**src/rtl/serial_subtractor_if.sv**
```systemverilog
// serial_subtractor_if: host bus (start/a/b/bin to block, busy/done/diff/bout[/ovf with SERIAL_SUB_SIGNED_EN] back), master=host, slave=subtractor
interface serial_subtractor_if #(parameter int WIDTH = 8);
  logic start, bin, busy, done, bout;
  logic [WIDTH-1:0] a, b, diff;
`ifdef SERIAL_SUB_SIGNED_EN
  logic ovf;
  modport master(output start, a, b, bin, input busy, done, diff, bout, ovf);
  modport slave(input start, a, b, bin, output busy, done, diff, bout, ovf);
`else
  modport master(output start, a, b, bin, input busy, done, diff, bout);
  modport slave(input start, a, b, bin, output busy, done, diff, bout);
`endif
endinterface

```
**src/rtl/serial_subtractor.sv**
```systemverilog
// serial_subtractor: bit-serial a-b-bin LSB first via one full-subtractor cell + borrow flop; ports clk, rst (sync high), bus (slave: start/a/b/bin in, busy/done/diff/bout out, ovf when SERIAL_SUB_SIGNED_EN defined)
module serial_subtractor #(parameter int WIDTH = 8) (
  input logic clk,
  input logic rst,
  serial_subtractor_if.slave bus
);
  typedef enum logic [1:0] {IDLE, RUN, DONE} state_t;
  localparam int CW = $clog2(WIDTH);
  state_t r_state, w_state_n;
  logic [WIDTH-1:0] r_sa, r_sb, r_diff;
  logic [CW-1:0] r_cnt;
  logic r_br, r_bout, w_d, w_br_n, w_last;
  assign w_d = r_sa[0] ^ r_sb[0] ^ r_br;
  assign w_br_n = (~r_sa[0] & r_sb[0]) | (~(r_sa[0] ^ r_sb[0]) & r_br);
  assign w_last = r_cnt == CW'(WIDTH - 1);
  always_comb begin
    w_state_n = r_state == IDLE ? (bus.start ? RUN : IDLE) : r_state == RUN ? (w_last ? DONE : RUN) : IDLE;
    bus.busy = r_state != IDLE;
    bus.done = r_state == DONE;
  end
  always_ff @(posedge clk)
    if (rst) r_state <= IDLE;
    else r_state <= w_state_n;
`ifdef SERIAL_SUB_SIGNED_EN
  logic r_ovf;
  assign bus.ovf = r_ovf;
`endif
  always_ff @(posedge clk)
    if (rst) begin
      r_sa <= '0;
      r_sb <= '0;
      r_br <= 1'b0;
      r_cnt <= '0;
      r_diff <= '0;
      r_bout <= 1'b0;
`ifdef SERIAL_SUB_SIGNED_EN
      r_ovf <= 1'b0;
`endif
    end else if (r_state == IDLE && bus.start) begin
      r_sa <= bus.a;
      r_sb <= bus.b;
      r_br <= bus.bin;
      r_cnt <= '0;
    end else if (r_state == RUN) begin
      r_diff <= {w_d, r_diff[WIDTH-1:1]};
      r_sa <= r_sa >> 1;
      r_sb <= r_sb >> 1;
      r_br <= w_br_n;
      r_cnt <= r_cnt + 1'b1;
      if (w_last) begin
        r_bout <= w_br_n;
`ifdef SERIAL_SUB_SIGNED_EN
        r_ovf <= (r_sa[0] ^ r_sb[0]) & (w_d ^ r_sa[0]);
`endif
      end
    end
  assign bus.diff = r_diff;
  assign bus.bout = r_bout;
endmodule

```
**src/flat_wrapper.sv**
```systemverilog
// flat-port wrapper written by rule: the top's interface ports become plain ports
module serial_subtractor_flat 
#(parameter int WIDTH = 8)
  (clk, rst, bus_start, bus_a, bus_b, bus_bin, bus_busy, bus_done, bus_diff, bus_bout);
  serial_subtractor_if #(.WIDTH(WIDTH)) bus_i ();
  input logic clk;
  input logic rst;
  input wire logic [$bits(bus_i.start)-1:0] bus_start;
  input wire logic [$bits(bus_i.a)-1:0] bus_a;
  input wire logic [$bits(bus_i.b)-1:0] bus_b;
  input wire logic [$bits(bus_i.bin)-1:0] bus_bin;
  output wire logic [$bits(bus_i.busy)-1:0] bus_busy;
  output wire logic [$bits(bus_i.done)-1:0] bus_done;
  output wire logic [$bits(bus_i.diff)-1:0] bus_diff;
  output wire logic [$bits(bus_i.bout)-1:0] bus_bout;
  assign bus_i.start = bus_start;
  assign bus_i.a = bus_a;
  assign bus_i.b = bus_b;
  assign bus_i.bin = bus_bin;
  assign bus_busy = bus_i.busy;
  assign bus_done = bus_i.done;
  assign bus_diff = bus_i.diff;
  assign bus_bout = bus_i.bout;
  serial_subtractor #(.WIDTH(WIDTH)) u_core (.clk(clk), .rst(rst), .bus(bus_i));
endmodule
```
**config.mk**
```make
export PLATFORM = sky130hd
export DESIGN_NAME = serial_subtractor_flat
export DESIGN_NICKNAME = d
export VERILOG_FILES = /design/src/rtl/serial_subtractor_if.sv /design/src/rtl/serial_subtractor.sv /design/src/flat_wrapper.sv
export SDC_FILE = /design/constraint.sdc
export NUM_CORES = 1
export LEC_CHECK = 0
export CORE_AREA = 3 3 62 76
export DETAILED_ROUTE_END_ITERATION = 12
export DIE_AREA = 0 0 65 79
export MAX_ROUTING_LAYER = met4
export PLACE_DENSITY = 0.55
export SLEW_MARGIN = 20
export SYNTH_ARGS = -nofsm -noshare
export SYNTH_HDL_FRONTEND = slang
export SYNTH_SLANG_ARGS = --single-unit
```
**constraint.sdc**
```tcl
create_clock -name clk -period 3.2 [get_ports clk]
set_clock_uncertainty 0.1 [all_clocks]
set_input_delay 0.64 -clock clk [delete_from_list [all_inputs] [get_ports clk]]
set_output_delay 0.64 -clock clk [all_outputs]
set_load 0.1 [all_outputs]
```
==> results by group, run 1 <==
Outcome
  • Outcome: finished clean

Timing
  • RSZ-0062 raised after global routing: no
  • Period utilization: 0.651
  • Count of pins over their slew limit: 0
  • Setup tns final: 0 ns
  • Peak Freq: 480 MHz
  • Fin. Hold Viols: 0
  • Fin crit period: 2.08 ns
  • Final setup viols: 0
  • Slew @ Worst Pin: 1.01 ns
  • Slew headroom: 0.327

Route
  • WL final: 2880 um
  • DRC: 0
  • Router iterations before antenna repair: 4
  • Drt wl/cell: 11.9 um
  • Post-route ant nets: 0
  • Via Count: 1174
  • Vias/cell: 4.85
  • Iter 0 DRT Violations: 87

Place
  • Area of placed instances: 0.00165 sq mm
  • Dpl hpwl: 1910 um
  • Gp weighted congestion: 0.761
  • Placed Cells: 234
  • IO Port Bufs: 30

Layout
  • Share of cells above drive strength 1: 0.176
  • Commonest non-fill, non-tap cell in the layout: nand2_1
  • # diodes: 0
  • Nets: 210
  • Finished Layout Cells: 242
  • Synth-to-layout area growth: 26.0%
  • Most frequent cells in the layout: nand2_1, dfxtp_1, a21oi_1, clkdlybuf4s50_1, nor2_1
  • Cell area after layout: 0.00175 sq mm
  • Finished Core Util: 0.441

Clock network
  • Clock sink count: 31
  • Post-cts gate resize count: 0
  • Clk Latency, worst-skew pair: 0.27 ns
  • # Post-CTS Setup Buffers: 0
  • CTS max path bufs: 2
  • CTS H-Tree Depth: 2
  • Cts hold-fix bufs: 0
  • Num CTS Buffers: 5
  • CTS root buf: clkbuf_8
  • Reg clk slew, reported paths: 0.06 ns
  • CTS tree: built

Setup path
  • CP Cell Sequence: clkdlybuf4s50_1 > nor3b_4 > a21oi_1 > a211oi_2
  • Buf+Inv Stages, Crit Path: 1
  • Crit Path Category: in -> reg
  • Critical Path End Type: flop
  • CP peak stage delay: 0.64 ns
  • CP Data Arrival Time: 2.18 ns
  • Max FO, Critical Path: 17
  • CP max stage cell: nor3b_4
  • Worst EP required: 3.30 ns
  • Startpoint types: primary input
  • Crit path max-delay family: simple AND/OR/NAND/NOR gates

Pwr
  • P_sw: 0.000231 W
  • PD cells: 513 mW/mm^2
  • Int Power: 0.000667 W
  • Sequential Power Share: 0.472
  • Gate power share: 0.161
  • P_leak: 0.660 nW
  • Tot Pwr: 0.000898 W
  • Maximum vdd drop: 301 uV
  • Clock power frac: 0.367
  • Sw Ratio: 0.258

Global routing
  • Antenna violations before repair: 0
  • Largest net degree at the start of global routing: 32
  • GRT overflow: 0
  • Vias in the first global route: 1018
  • Gr usage total: 0.122
  • First-pass GRT wire length: 4720 um

Logic synthesis
  • Synth unique cells: 28
  • Cell Area, Synth: 0.00139 sq mm
  • Post-Synthesis Cells: 162
  • Flops & latches, synth: 31
  • Synth Net Count: 185
  • Seq/Total Area, Yosys: 0.447
  • Ys Warns: 0
  • Syn_area_per_cell: 8.57 sq um

Worst hold path
  • Type of the worst min-delay path: reg -> reg

Die
  • Die width: 65 um
  • Core area: 0.00397 sq mm
  • Full die area: 0.00514 sq mm
  • Initial Util: 0.350
  • Std cell rows: 25
  • I/O Pins: 31
  • Die height: 79 um

Flow run
  • Max_cap viols: 0
[cell families after synthesis]
family,synth area share
adder cells (fa/ha/maj),0.0324
multiplexers,0.0144
buffers and inverters,0.0730
AO/OA/AOI/OAI,0.198
flip-flops,0.447
AND/OR/NAND/NOR,0.229
XOR/XNOR,0.00631
[worst register-to-register path, cell delays in order (launching register included)]
cell      delay, ns
dfxtp_1        0.57
nor2b_1        0.62
buf_4          0.34
a21oi_1        0.10
a311oi_1       0.23
[routing by layer]
layer | routed length [um] | GRT usage
met5 | 0 | -
met2 | 1400 | 0.191
met4 | 40 | 0.0634
met3 | 146 | 0.0368
met1 | 1290 | 0.140
[final cells by class]
cell class / count / area [sq um]
inverters: 2 / 7.51
fillers: 421 / 2220
well taps: 54 / 67.6
repair buffers: 32 / 288
clock buffers: 8 / 100
multi-input cells: 115 / 667
flip-flops and latches: 31 / 621
[metrics by stage]
stage               setup slack (ns)  hold slack [ns]
global route                   0.951            0.373
floorplan                      0.671            0.337
detailed placement             0.811            0.353
finish                          1.12            0.358
global placement               0.860            0.344
CTS                             1.10            0.361
[cell usage after synthesis]
cell type	number	share of area
nor2_2	1	0.0045
xnor2_1	1	0.0063
ha_1	2	0.018
nand2_1	32	0.086
or2_2	1	0.0045
a311oi_1	1	0.0063
a211oi_2	5	0.045
buf_4	1	0.0054
or3b_1	1	0.0063
a211oi_1	7	0.038
mux2i_1	2	0.014
fa_1	1	0.014
buf_2	6	0.022
nand2b_1	3	0.014
a21oi_1	25	0.090
nor3_1	6	0.022
dfxtp_1	31	0.45
a21oi_2	1	0.0063
o21a_1	1	0.0054
nor2b_1	2	0.0090
or3b_2	3	0.019
clkbuf_1	3	0.0081
nand3_1	2	0.0072
nor2_1	16	0.043
buf_6	4	0.032
inv_1	2	0.0054
o21ba_2	1	0.0072
nor3b_4	1	0.014
[power groups by stage]
| stage | Clock, W | Combinational (W) | Sequential [W] |
|---|---|---|---|
| after detailed placement | 0 | 0.000146 | 0.000433 |
| after CTS | 0.000342 | 0.000147 | 0.000424 |
| after global routing | 0.000357 | 0.000160 | 0.000427 |
| final | 0.000330 | 0.000144 | 0.000424 |
| after floorplan | 0 | 0.000100 | 0.000440 |
| after global placement | 0 | 0.000144 | 0.000432 |
[registers in the layout, indices dropped and copies added (netlist names)]
name             cells
u_core.r_sb          8
u_core.r_br          1
u_core.r_sa          8
u_core.bus.bout      1
u_core.r_cnt         3
u_core.bus.diff      8
u_core.r_state       2
[path summary, 6_finish.rpt]
| check | slack [ns] | startpoint | depth (start not counted) | to |
|---|---|---|---|---|
| worst max-delay path | 1.12 | bus_start | 4 | u_core.r_sb[3] |
| worst min-delay path | 0.36 | u_core.bus.diff[0] | 2 | u_core.bus.diff[0] |
| worst max register to register | 1.15 | u_core.r_state[0] | 4 | u_core.bus.bout |
| worst min register to register | 0.36 | u_core.bus.diff[0] | 2 | u_core.bus.diff[0] |
(Power assumes the default switching activity.)
==> run 2: changes to the inputs <==
--- a/config.mk
+++ b/config.mk
@@ -9,7 +9,7 @@
 export DETAILED_ROUTE_END_ITERATION = 12
 export DIE_AREA = 0 0 65 79
 export MAX_ROUTING_LAYER = met4
-export PLACE_DENSITY = 0.55
+export PLACE_DENSITY = 0.57
 export SLEW_MARGIN = 20
 export SYNTH_ARGS = -nofsm -noshare
 export SYNTH_HDL_FRONTEND = slang
==> constraint.sdc (replaced) <==
create_clock -name clk -period 1.9 [get_ports clk]
set_clock_uncertainty 0.1 [all_clocks]
set_input_delay 0.38 -clock clk [delete_from_list [all_inputs] [get_ports clk]]
set_output_delay 0.38 -clock clk [all_outputs]
set_load 0.1 [all_outputs]
==> results by group, run 2 (same netlist as run 1, synthesis figures left out) <==
Route
  • Router iterations before antenna repair: 4 (unchanged)
  • WL final: 3050 um (+6.2%)
  • Via Count: 1194 (+1.7%)
  • Drt wl/cell: 12.4 um (+4.0%)
  • Vias/cell: 4.83 (-0.36%)
  • DRC: 0 (unchanged)
  • Iter 0 DRT Violations: 62 (-29%)
  • Post-route ant nets: 0 (unchanged)

Setup path
  • CP Data Arrival Time: 1.27 ns (-0.91 ns)
  • Startpoint types: flop
  • CP max stage cell: dfxtp_1
  • Worst EP required: 1.42 ns (-1.88 ns)
  • Critical Path End Type: primary output
  • Buf+Inv Stages, Crit Path: 1 (unchanged)
  • Crit path from: u_core.r_state[0]
  • RR Startpoint: u_core.r_state[1]
  • Max FO, Critical Path: 13 (-4)
  • Worst setup path end: bus_busy
  • Crit Path Category: reg -> out
  • FF-to-FF path depth: 4 (unchanged)
  • Flop-to-flop setup slack: 0.35 ns (-0.80 ns)
  • CP peak stage delay: 0.44 ns (-0.20 ns)
  • Crit path max-delay family: flip-flops
  • Worst R2R End: u_core.r_sa[2]
  • CP Cell Sequence: or2_2 > buf_12
  • Cell count along the critical path: 2 (-2)

Flow run
  • Max_cap viols: 0 (unchanged)

Place
  • Gp weighted congestion: 0.806 (+6.0%)
  • Pre-CTS setup slack: 0.00379 ns (-0.807 ns)
  • IO Port Bufs: 30 (unchanged)
  • Dpl hpwl: 2060 um (+8.3%)

Clock network
  • Clock sink count: 31 (unchanged)
  • CTS max path bufs: 2 (unchanged)
  • # Post-CTS Setup Buffers: 0 (unchanged)
  • CTS tree: built
  • Reg clk slew, reported paths: 0.06 ns (about the same)
  • Clk Latency, worst-skew pair: 0.28 ns (about the same)
  • Post-cts gate resize count: 0 (unchanged)
  • CTS H-Tree Depth: 2 (unchanged)
  • Num CTS Buffers: 5 (unchanged)
  • CTS root buf: clkbuf_8
  • Cts hold-fix bufs: 0 (unchanged)

Worst hold path
  • Type of the worst min-delay path: reg -> reg

Layout
  • Commonest non-fill, non-tap cell in the layout: nand2_1
  • Most frequent cells in the layout: nand2_1, dfxtp_1, a21oi_1, clkdlybuf4s50_1, nor2_1
  • Fill count: 397 (-5.7%)
  • Synth-to-layout area growth: 41.9%
  • Finished Core Util: 0.496 (+0.0554)
  • Nets: 215 (+2.4%)
  • Share of cells above drive strength 1: 0.207 (+0.0317)
  • # diodes: 0 (unchanged)

Global routing
  • Largest net degree at the start of global routing: 32 (unchanged)
  • GRT overflow: 0 (unchanged)
  • First-pass GRT wire length: 5040 um (+6.9%)
  • Antenna violations before repair: 0 (unchanged)
  • Gr usage total: 0.130 (+0.00816)
  • Vias in the first global route: 1138 (+12%)

Timing
  • RSZ-0062 raised after global routing: no
  • Hold slack: 0.366 ns (+0.00800 ns)
  • Setup tns final: 0 ns (unchanged)
  • Slew @ Worst Pin: 0.451 ns (-0.559 ns)
  • Slew headroom: 0.699 (+0.372)
  • Count of pins over their slew limit: 0 (unchanged)
  • Peak Freq: 570 MHz
  • Fin. Hold Viols: 0 (unchanged)
  • Final setup viols: 0 (unchanged)
  • Fin crit period: 1.75 ns
  • Final Worst Setup Slack: 0.146 ns (-0.970 ns)
  • Period utilization: 0.923

Die
  • I/O Pins: 31 (unchanged)
  • Full die area: 0.00514 sq mm (unchanged)
  • Die height: 79 um (unchanged)
  • Core area: 0.00397 sq mm (unchanged)
  • Initial Util: 0.350 (unchanged)
  • Die width: 65 um (unchanged)
  • Std cell rows: 25 (unchanged)

Pwr
  • Tot Pwr: 0.00167 W (+85%)
  • P_leak: 0.733 nW (+11%)
  • PD cells: 846 mW/mm^2 (+65%)
  • Maximum vdd drop: 452 uV (+50%)

Outcome
  • Outcome: finished clean
==> run 2: changes by cell type in the layout (fill, tap and decap cells not counted) <==
cell,previous run,this run
clkbuf_1,1,0
buf_4,13,5
clkinv_2,0,1
nor2b_2,0,1
clkbuf_8,7,6
buf_12,0,13
nor2b_1,2,1
bufinv_16,0,1
==> run 2: worst min-delay path, cell delays in order (launching register included) <==
cell      delay (ns)
dfxtp_1         0.31
nand2_1         0.05
a211oi_1        0.05
==> run 2: per-layer routing <==
metal	up-vias	track usage	routed length, um
met4	0	0.0550	50
met1	555	0.136	1370
met5	-	-	0
met2	27	0.224	1490
li1	606	-	-
met3	6	0.0410	136
==> run 2: how the worst min path moves through the flow <==
stage                         startpoint             end  slack [ns]  cells past startpoint
after CTS                 u_core.r_sa[6]  u_core.r_sa[5]        0.37                      2
after detailed placement  u_core.r_sb[2]  u_core.r_sb[1]        0.35                      2
after floorplan           u_core.r_sa[6]  u_core.r_sa[5]        0.34                      2
after global routing      u_core.r_sa[6]  u_core.r_sa[5]        0.39                      2
final                     u_core.r_sa[6]  u_core.r_sa[5]        0.37                      2
after global placement    u_core.r_sb[2]  u_core.r_sb[1]        0.34                      2
==> run 2: layout make-up <==
cell class | instances | area, sq um | area share
clock inverter | 2 | 35.0 | 0.0178
clock buffer | 6 | 82.6 | 0.0419
sequential | 31 | 621 | 0.315
inverter | 2 | 7.51 | 0.00381
multi-input combinational | 115 | 669 | 0.340
timing repair buffer | 37 | 488 | 0.248
tap | 54 | 67.6 | 0.0343
==> run 2: through the flow <==
stage	cell area, sq um	instances
finish	1970	247
global route	1970	247
CTS	1970	247
detailed placement	1850	239
global placement	1850	239
floorplan	1390	162
==> run 2: power breakdown <==
group	total (W)	switching (W)	internal, W
Sequential	0.000718	0.0000291	0.000689
Combinational	0.000280	0.000148	0.000133
Clock	0.000668	0.000244	0.000424
Total	0.00167	0.000420	0.00125
==> run 3: changes to the inputs <==
--- a/config.mk
+++ b/config.mk
@@ -5,11 +5,12 @@
 export SDC_FILE = /design/constraint.sdc
 export NUM_CORES = 1
 export LEC_CHECK = 0
+export ABC_CLOCK_PERIOD_IN_PS = 1700
 export CORE_AREA = 3 3 62 76
 export DETAILED_ROUTE_END_ITERATION = 12
 export DIE_AREA = 0 0 65 79
 export MAX_ROUTING_LAYER = met4
-export PLACE_DENSITY = 0.57
+export PLACE_DENSITY = 0.55
 export SLEW_MARGIN = 20
 export SYNTH_ARGS = -nofsm -noshare
 export SYNTH_HDL_FRONTEND = slang
==> constraint.sdc (replaced) <==
create_clock -name clk -period 1.7 [get_ports clk]
set_clock_uncertainty 0.1 [all_clocks]
set_input_delay 0.34 -clock clk [delete_from_list [all_inputs] [get_ports clk]]
set_output_delay 0.34 -clock clk [all_outputs]
set_load 0.1 [all_outputs]
==> results by group, run 3 (same netlist as run 1, synthesis figures left out) <==
Setup path
  • Crit path max-delay family: flip-flops
  • CP Cell Sequence: or2_2 > buf_12
  • Max FO, Critical Path: 12 (-1)
  • RR Startpoint: u_core.r_state[0]
  • CP Data Arrival Time: 1.19 ns (-0.08 ns)
  • Startpoint types: flop
  • Flop-to-flop setup slack: 0.25 ns (-0.10 ns)
  • Worst EP required: 1.26 ns (-0.16 ns)
  • Critical Path End Type: primary output
  • Crit Path Category: reg -> out
  • FF-to-FF path depth: 4 (unchanged)
  • Buf+Inv Stages, Crit Path: 1 (unchanged)
  • Worst setup path end: bus_busy
  • CP peak stage delay: 0.40 ns (-0.04 ns)
  • Worst R2R End: u_core.bus.bout
  • CP max stage cell: dfxtp_2
  • Cell count along the critical path: 2 (unchanged)
  • Crit path from: u_core.r_state[0]

Die
  • Initial Util: 0.350 (unchanged)
  • Std cell rows: 25 (unchanged)
  • I/O Pins: 31 (unchanged)
  • Full die area: 0.00514 sq mm (unchanged)
  • Die width: 65 um (unchanged)
  • Die height: 79 um (unchanged)
  • Core area: 0.00397 sq mm (unchanged)

Global routing
  • GRT overflow: 0 (unchanged)
  • First-pass GRT wire length: 5220 um (+3.4%)
  • Largest net degree at the start of global routing: 26 (-19%)
  • Gr usage total: 0.136 (+0.00624)
  • Antenna violations before repair: 0 (unchanged)
  • Vias in the first global route: 1176 (+3.3%)

Timing
  • Period utilization: 0.960
  • Final setup viols: 0 (unchanged)
  • Peak Freq: 613 MHz
  • Fin crit period: 1.63 ns
  • Setup tns final: 0 ns (unchanged)
  • Hold slack: 0.353 ns (-0.0127 ns)
  • Final Worst Setup Slack: 0.0683 ns (-0.0781 ns)
  • Slew headroom: 0.821 (+0.122)
  • Slew @ Worst Pin: 0.267 ns (-0.184 ns)
  • Fin. Hold Viols: 0 (unchanged)
  • Count of pins over their slew limit: 0 (unchanged)
  • RSZ-0062 raised after global routing: no

Pwr
  • PD cells: 933 mW/mm^2 (+10%)
  • Maximum vdd drop: 501 uV (+11%)
  • P_leak: 0.745 nW (+1.6%)

Route
  • Metal2 WL: 1490 um (-0.13%)
  • Post-route ant nets: 0 (unchanged)
  • Drt wl/cell: 12.3 um (-0.74%)
  • Met1 WL: 1370 um (-0.44%)
  • DRC: 0 (unchanged)
  • Met3 WL: 137 um (+0.74%)
  • Via Count: 1204 (+0.84%)
  • Router iterations before antenna repair: 4 (unchanged)
  • Vias/cell: 4.84 (about the same)
  • DR top layer: met4
  • Iter 0 DRT Violations: 82 (+32%)
  • WL final: 3050 um (about the same)

Place
  • Dpl hpwl: 2180 um (+5.9%)
  • Placed Cells: 241 (+0.84%)
  • IO Port Bufs: 30 (unchanged)
  • Pre-CTS setup slack: -0.181 ns (-0.185 ns)
  • Area of placed instances: 0.00187 sq mm (+1.1%)
  • Gp weighted congestion: 0.793 (-1.6%)

Clock network
  • CTS max path bufs: 2 (unchanged)
  • Clock sink count: 31 (unchanged)
  • Cts hold-fix bufs: 0 (unchanged)
  • CTS root buf: clkbuf_8
  • CTS H-Tree Depth: 2 (unchanged)
  • Clk Latency, worst-skew pair: 0.28 ns (about the same)
  • Reg clk slew, reported paths: 0.06 ns (about the same)
  • CTS tree: built
  • Num CTS Buffers: 5 (unchanged)
  • # Post-CTS Setup Buffers: 0 (unchanged)

Layout
  • Commonest non-fill, non-tap cell in the layout: nand2_1
  • # diodes: 0 (unchanged)
  • Share of cells above drive strength 1: 0.226 (+0.0184)
  • Nets: 217 (+0.93%)
  • Synth-to-layout area growth: 43.5%
  • Finished Layout Cells: 249 (+0.81%)
  • Most frequent cells in the layout: nand2_1, dfxtp_1, a21oi_1, clkdlybuf4s50_1, nor2_1
  • Cell area after layout: 0.00199 sq mm (+1.1%)

Worst hold path
  • Type of the worst min-delay path: reg -> reg

Outcome
  • Outcome: finished clean

Flow run
  • Max_cap viols: 0 (unchanged)
==> run 3: cell count changes in the layout (fill, tap and decap cells not counted) <==
cell and change:
buf_4 +2, dfxtp_1 -2, dfxtp_2 +2, nor2b_2 -1
nor2b_4 +1
==> run 3: worst min path at each step <==
stage,slack [ns],startpoint,to,depth (start not counted)
finish,0.35,u_core.r_sa[6],u_core.r_sa[5],2
global route,0.39,u_core.r_sa[6],u_core.r_sa[5],2
CTS,0.35,u_core.r_sa[6],u_core.r_sa[5],2
detailed placement,0.35,u_core.r_sa[6],u_core.r_sa[5],2
global placement,0.34,u_core.r_sa[3],u_core.r_sa[2],2
floorplan,0.31,rst,u_core.bus.bout,1
==> run 3: what timing repair did <==
action,in CTS,in global routing
hold endpoints to repair,0,0
cloned,0,0
resized for setup,1,1
endpoints found under the setup margin,1,2
==> run 3: per-layer routing <==
layer  GRT usage  vias to the layer above
met5           -                        -
met4      0.0634                        0
met3      0.0467                        5
met2       0.221                       24
met1       0.150                      565
li1            -                      610
==> run 3: worst register-to-register path: stages (launching register included) <==
cell	delay [ns]
dfxtp_2	0.48
nor2b_1	0.21
buf_4	0.25
a21oi_1	0.09
a311oi_1	0.24
==> run 3: power breakdown <==
part           leakage [nW]  switching [W]  internal, W  total [W]
clock network        0.0612       0.000266     0.000474   0.000740
registers             0.255      0.0000323     0.000771   0.000803
logic                 0.429       0.000164     0.000153   0.000316
total                 0.745       0.000462      0.00140    0.00186
==> run 3: layout make-up <==
cell class / count / area, sq um
Inverter: 2 / 7.51
Clock inverter: 2 / 35.0
Sequential cell: 31 / 623
Tap cell: 54 / 67.6
Multi-Input combinational cell: 115 / 674
Fill cell: 400 / 1980
Clock buffer: 6 / 82.6
Timing Repair Buffer: 39 / 503
==> run 3: through the flow <==
| step | util | total power, W |
|---|---|---|
| finish | 0.502 | 0.00186 |
| global route | 0.502 | 0.00195 |
| CTS | 0.501 | 0.00188 |
| detailed placement | 0.471 | 0.00114 |
| global placement | 0.471 | 0.00113 |
| floorplan | - | 0.00102 |
